**src/rtl/ka_gf2m_mult_pipe.sv**
```systemverilog
// Three-stage one-level Karatsuba multiplier over GF(2)[x] with valid/ready
// flow control and optional reduction modulo x^WIDTH + POLY.
module ka_gf2m_mult_pipe #(
  parameter int                 WIDTH = 6,
  parameter logic [WIDTH-1:0]   POLY  = 6'b000011
) (
  input  logic                 clk,
  input  logic                 rst_n,
  input  logic                 in_valid,
  output logic                 in_ready,
  input  logic [WIDTH-1:0]     in_a,
  input  logic [WIDTH-1:0]     in_b,
  input  logic                 in_reduce,
  output logic                 out_valid,
  input  logic                 out_ready,
  output logic [2*WIDTH-2:0]   out_y,
  output logic                 out_reduced
);

  localparam int H  = WIDTH / 2;
  localparam int HW = 2 * H - 1;
  localparam int PW = 2 * WIDTH - 1;

  function automatic logic [HW-1:0] clmul_half(input logic [H-1:0] x,
                                               input logic [H-1:0] y);
    logic [HW-1:0] acc;
    acc = '0;
    for (int i = 0; i < H; i++)
      if (y[i]) acc ^= HW'(x) << i;
    return acc;
  endfunction

  function automatic logic [PW-1:0] recombine(input logic [HW-1:0] l,
                                              input logic [HW-1:0] u,
                                              input logic [HW-1:0] m);
    return PW'(l) ^ (PW'(l ^ u ^ m) << H) ^ (PW'(u) << WIDTH);
  endfunction

  // Each set bit x^k (k >= WIDTH) is replaced by POLY * x^(k-WIDTH), top-down.
  function automatic logic [PW-1:0] reduce_mod(input logic [PW-1:0] p);
    logic [PW-1:0] r;
    r = p;
    for (int k = PW - 1; k >= WIDTH; k--)
      if (r[k]) begin
        r[k] = 1'b0;
        r[k-WIDTH +: WIDTH] ^= POLY;
      end
    return r;
  endfunction

  logic          vld_p0, vld_p1, vld_p2;
  logic          en_p0, en_p1, en_p2;
  logic [HW-1:0] l_p0, u_p0, m_p0;
  logic          red_p0, red_p1, red_p2;
  logic [PW-1:0] prod_p1, y_p2;
  logic [H-1:0]  a_mid, b_mid;

  assign en_p2    = !vld_p2 || out_ready;
  assign en_p1    = !vld_p1 || en_p2;
  assign en_p0    = !vld_p0 || en_p1;
  assign in_ready = en_p0;

  assign a_mid = in_a[H-1:0] ^ in_a[WIDTH-1:H];
  assign b_mid = in_b[H-1:0] ^ in_b[WIDTH-1:H];

  // Stage 1: three half-width carry-less products
  always_ff @(posedge clk or negedge rst_n) begin
    if (!rst_n) begin
      vld_p0 <= 1'b0;
      l_p0   <= '0;
      u_p0   <= '0;
      m_p0   <= '0;
      red_p0 <= 1'b0;
    end else if (en_p0) begin
      vld_p0 <= in_valid;
      if (in_valid) begin
        l_p0   <= clmul_half(in_a[H-1:0], in_b[H-1:0]);
        u_p0   <= clmul_half(in_a[WIDTH-1:H], in_b[WIDTH-1:H]);
        m_p0   <= clmul_half(a_mid, b_mid);
        red_p0 <= in_reduce;
      end
    end
  end

  // Stage 2: overlap recombination into the full product
  always_ff @(posedge clk or negedge rst_n) begin
    if (!rst_n) begin
      vld_p1  <= 1'b0;
      prod_p1 <= '0;
      red_p1  <= 1'b0;
    end else if (en_p1) begin
      vld_p1 <= vld_p0;
      if (vld_p0) begin
        prod_p1 <= recombine(l_p0, u_p0, m_p0);
        red_p1  <= red_p0;
      end
    end
  end

  // Stage 3: optional reduction, output register
  always_ff @(posedge clk or negedge rst_n) begin
    if (!rst_n) begin
      vld_p2 <= 1'b0;
      y_p2   <= '0;
      red_p2 <= 1'b0;
    end else if (en_p2) begin
      vld_p2 <= vld_p1;
      if (vld_p1) begin
        y_p2   <= red_p1 ? reduce_mod(prod_p1) : prod_p1;
        red_p2 <= red_p1;
      end
    end
  end

  assign out_valid   = vld_p2;
  assign out_y       = y_p2;
  assign out_reduced = red_p2;

endmodule

```
**config.mk**
```make
export PLATFORM = sky130hd
export DESIGN_NAME = ka_gf2m_mult_pipe
export DESIGN_NICKNAME = d
export VERILOG_FILES = /design/src/rtl/ka_gf2m_mult_pipe.sv
export SDC_FILE = /design/constraint.sdc
export NUM_CORES = 1
export LEC_CHECK = 0
export CAP_MARGIN = 0
export CORE_UTILIZATION = 55
export CTS_BUF_LIST = sky130_fd_sc_hd__clkbuf_4
export DETAILED_ROUTE_END_ITERATION = 16
export GPL_ROUTABILITY_DRIVEN = 0
export HOLD_SLACK_MARGIN = 0.03
export PLACE_DENSITY = 0.8
export SYNTH_ARGS = -nofsm -noshare
export SYNTH_HDL_FRONTEND = slang
export SYNTH_SLANG_ARGS = --single-unit
```
**constraint.sdc**
```tcl
create_clock -name clk -period 1.7 [get_ports clk]
set_clock_uncertainty 0.1 [all_clocks]
set_input_delay 0.51 -clock clk [delete_from_list [all_inputs] [get_ports clk]]
set_output_delay 0.51 -clock clk [all_outputs]
set_load 0.01 [all_outputs]
```
# Word level (Yosys, flattened, before mapping)
# Cells that the tools add are included.
# totals
register_bits	43
latchBits	0
in_bits	17
word_cells	72
output_inout_bits	14
n_memories	0
mem_bits_rw	0
mem_bits_ro	0
# op_classes
bitwise_logic	17
muxes	35
n_eq_ne	0
reduce_logical	9
multipliers	0
n_addsub	0
div_mod_pow	0
n_lt_le_gt_ge	0
n_shift	0
# op_table
operator	n
5-bit 2-to-1 mux	18
7-bit 2-to-1 mux	8
5-bit bitwise XOR	5
5-bit by 4-bit bitwise XOR with 5-bit output	3
11-bit 2-to-1 mux	1
8-bit by 11-bit bitwise XOR with 11-bit output	1
2-bit 2-to-1 mux	5
2-bit NOT	5
3-bit 2-to-1 mux	3
5-bit by 8-bit bitwise XOR with 8-bit output	1
2-bit AND reduction	3
3-bit bitwise XOR	2
1-bit zero test	3
1-bit logical OR	3

# Logic depth before layout (Yosys ltp)
# depth
ltp_word	19
ltp_mapped	5
mapped_depth_nobuf	4

# Worst setup path after synthesis
# No wires, ideal clock.
# synth_timing
path_kind	input port to flip-flop
start	input out_ready
end	register prod_p1[0]
setup_slack_ps	147
required_time_ps	1475
arrival_time_ps	1329
setup_ps	125
stages	3
n_path_buf	0
cell_sequence	nand2b_1 -> o21ai_2 -> mux2_2
# synth_via
elab_chain_len	3
# synth_lines
element	line_no	text
start, declared	15	input logic out_ready,
1-bit logical OR	58	assign en_p2 = !vld_p2 || out_ready;
1-bit logical OR	59	assign en_p1 = !vld_p1 || en_p2;
2-bit AND reduction (no line)	-	
end signal, assigned	94	prod_p1 <= recombine(l_p0, u_p0, m_p0);
end, declared	55	logic [PW-1:0] prod_p1, y_p2;
# No other way between the ends.
# A chain may end at the register's enable or synchronous reset.

# Worst setup path after layout
# layout_timing
start	register vld_p1
end	output in_ready
# layout_via
elab_chain_len	3
# layout_lines
element	line_no	text
start, declared	51	logic vld_p0, vld_p1, vld_p2;
start signal, assigned	92	vld_p1 <= vld_p0;
1-bit zero test	59	
1-bit logical OR	59	
1-bit logical OR	60	assign en_p0 = !vld_p0 || en_p1;
end, declared	10	output logic in_ready,
# No other way between the ends.

==> run_results.csv <==
group,metric,value,unit
floorplan,initial_utilization,0.593,
pwr,p_leak,1.27,nW
status,status,"finished, final reports clean",
timing,hold_violations,0,
layout,drive_gt1_frac,0.193,
place,dp_cells,300,
route,ant_nets,0,
clocking,cts-buffers-inserted,5,
logic_synthesis,synth.area.top_cells,"dfrtp_1, nand2_1, xnor2_1, xor2_1, o21ai_0",
route,drtPass1Iterations,4,
timing,layout_setup_ws,0.00354,ns
setup_path,cp.arrival,1.09,ns
setup_path,r2r-end,"m_p0[1]",
route,totalWireLength,3520,um
layout,ff_latch_area,0.00108,mm2
logic_synthesis,synth-simple-area-share,0.146,
layout,multi_input_area,932,um2
timing,min_period_over_period,0.998,
logic_synthesis,synthAdderAreaFrac,0,
place,pre_cts_ws,-0.573,ns
floorplan,num_rows,21,
clocking,cts_buffer_depth,2,
route,vias,1533,
timing,finalCriticalPeriod,1.70,ns
setup_path,slowest_delay,0.41,ns
logic_synthesis,syn_area,0.00204,mm2
logic_synthesis,synth_common_cells,"nand2_1, dfrtp_1, o21ai_0",
logic_synthesis,ys_seq_elements,43,
layout,nFillCells,254,
grt,grt_max_degree,44,
logic_synthesis,synth_top_family_by_area,"XOR/XNOR gates",
min_path,holdPathStages,2,
timing,worstMarginPinSlew,0.324,ns
grt,grt_pass1_vias,1424,
route,drcViolationCount,0,
setup_path,reg2regPathDepth,7,
logic_synthesis,syn_area_per_cell,9.96,um2
grt,grt_first_pass_wirelength,6020,um
route,drtIter0Drc,68,
timing,fmax,0.589,GHz
setup_path,critPathCaptureType,"output port",
clocking,clkSlewWorstSetupHoldPaths,0.12,ns
job,drv_cap,0,
logic_synthesis,muxShareOfSynthArea,0.0496,
setup_path,critPathSlowestCell,"dfrtp_1",
clocking,cts_sinks,43,
layout,nets,285,
floorplan,dieArea,0.00396,mm2
logic_synthesis,yosysMostFrequentCell,"nand2_1",
floorplan,pin_count,31,
logic_synthesis,ys_seq_area_frac,0.527,
timing,setup_violations,0,
setup_path,crit_fanout,3,
min_path,hp-class,"reg -> reg",
setup_path,cp_data_required_time,1.09,ns
logic_synthesis,synthXorXnorAreaFrac,0.174,
place,dpl.hpwl,2700,um
logic_synthesis,synth_cells,205,
layout,final_cells,315,
min_path,whs_endpoint,"out_y[10]",
clocking,htree_levels,2,
layout,n_antenna_cell,0,
logic_synthesis,ys.flop_type,"dfrtp_1",
grt,grt.overflow.total,0,
clocking,clock_latency,0.36,ns
setup_path,path_cells,"nand4b_1 -> buf_2",
pwr,power_per_cell_area,1180,mW/mm2
floorplan,die_h,62.9,um
clocking,clockRootBuffer,"clkbuf_4",
setup_path,r2r_setup_slack,0.18,ns
logic_synthesis,synth_compound_area_frac,0.0864,
min_path,worstHoldStart,"out_y[10]",
logic_synthesis,synthesis.nets,222,
clocking,cts_tree,"yes",
logic_synthesis,yosys.area.top_type,"dfrtp_1",
setup_path,path_class,"reg -> out",
floorplan,core,0.00344,mm2
place,portBuffers,30,
timing,tns,0,ns
logic_synthesis,synth-edff-count,0,
route,via_per_inst,4.87,
logic_synthesis,synthArstFlopShare,1.00,
logic_synthesis,synth.top_cell.area_share,0.527,
setup_path,start_kind,"flop",
pwr,total_power,3.19,mW
pwr,irDropWorstVdd,0.692,mV
setup_path,critPathBufInv,1,
layout,area_delta_synth_final,32.2,%
logic_synthesis,yosys_warnings,0,
floorplan,chipWidth,62.9,um
route,post_drt_wl_per_cell,11.2,um
logic_synthesis,ys_types,19,
grt,antenna_found_initial,0,
timing,rsz0062_at_grt,"yes",
setup_path,critPathTopFamily,"flip-flops",
setup_path,timing.rr.start,"vld_p1",
timing,slew_headroom,0.784,
timing,slew_violations,0,
grt,grtUsageTotal,0.203,
-- layer usage --
metal / vias up / global-route usage / share of wire
met4: 0 / 0.0843 / 0.018
met1: 697 / 0.210 / 0.40
met3: 7 / 0.0675 / 0.037
met2: 35 / 0.368 / 0.54
met5: - / 0 / 0
li1: 794 / - / -
-- per-stage QoR --
step / hold slack, ns / area [um2] / utilization
after global routing: 0.410 / 2700 / 0.784
final: 0.386 / 2700 / 0.784
after floorplan: 0.114 / 2040 / -
after detailed placement: 0.369 / 2580 / 0.751
after global placement: 0.361 / 2580 / 0.751
after CTS: 0.392 / 2650 / 0.770
-- worst max path at each step --
stage	end	cells past startpoint	from	slack, ns
after floorplan	prod_p1[0]	3	out_ready	0.15
after global placement	in_ready	3	out_ready	-0.56
after detailed placement	in_ready	3	out_ready	-0.57
after CTS	in_ready	2	vld_p1	0.007
after global routing	in_ready	2	vld_p1	-0.05
final	in_ready	2	vld_p1	0.004
-- logic make-up after synthesis --
| kind of cell | Yosys count |
|---|---|
| AOI/OAI and AO/OA | 33 |
| xor gates and xnor gates | 39 |
| buffers and inverters | 8 |
| DFF | 43 |
| muxes | 9 |
| and+or+nand+nor | 73 |
-- worst min-delay path: stages (launching register included) --
cell and delay [ns]:
dfrtp_1 0.36, nand2_1 0.04, o21ai_0 0.06
-- where the power goes --
| group | switching (mW) | total [mW] | internal [mW] |
|---|---|---|---|
| Combinational | 0.457 | 1.05 | 0.591 |
| Sequential | 0.214 | 1.51 | 1.30 |
| Clock | 0.324 | 0.627 | 0.302 |
-- registers in the layout, summed over array words and instances, names as in the netlist --
signal	count
vld_p1	1
prod_p1	11
red_p1	1
u_p0	5
red_p0	1
out_reduced	1
vld_p0	1
out_y	11
m_p0	5
l_p0	5
out_valid	1
-- timing repair --
item	4_1_cts	5_1_grt
hold buffers	1	0
cloned	0	0
pin swaps	1	1
gates resized for setup	19	4
endpoints found under the setup margin	14	9
hold endpoints to repair	43	0
buffers inserted	0	6
-- layout make-up --
| type | instances | share of cell area |
|---|---|---|
| sequential | 43 | 0.399 |
| clock buffer | 5 | 0.0139 |
| timing repair buffer | 63 | 0.205 |
| multi-input combinational | 154 | 0.345 |
| tap | 46 | 0.0213 |
| inverter | 1 | 0.00139 |
| clock inverter | 3 | 0.0144 |
-- layout by cell type (no fill, tap or decap), drive strengths merged --
cell / netlist / routed
nand2: 58 / 58
dfrtp: 43 / 43
buf: 4 / 34
o21ai: 30 / 30
xnor2: 21 / 21
xor2: 17 / 17
clkdlybuf4s50: 0 / 14
mux2: 9 / 9
dlygate4sd2: 0 / 9
nand2b: 7 / 7
nor2: 7 / 7
clkbuf: 3 / 5
clkdlybuf4s15: 0 / 5
o31ai: 2 / 2
clkinv: 0 / 2
nand4b: 1 / 1
xnor3: 1 / 1
inv: 1 / 1
o21bai: 1 / 1
bufinv: 0 / 1
dlygate4sd3: 0 / 1
Power figures use the tool's default switching activity.
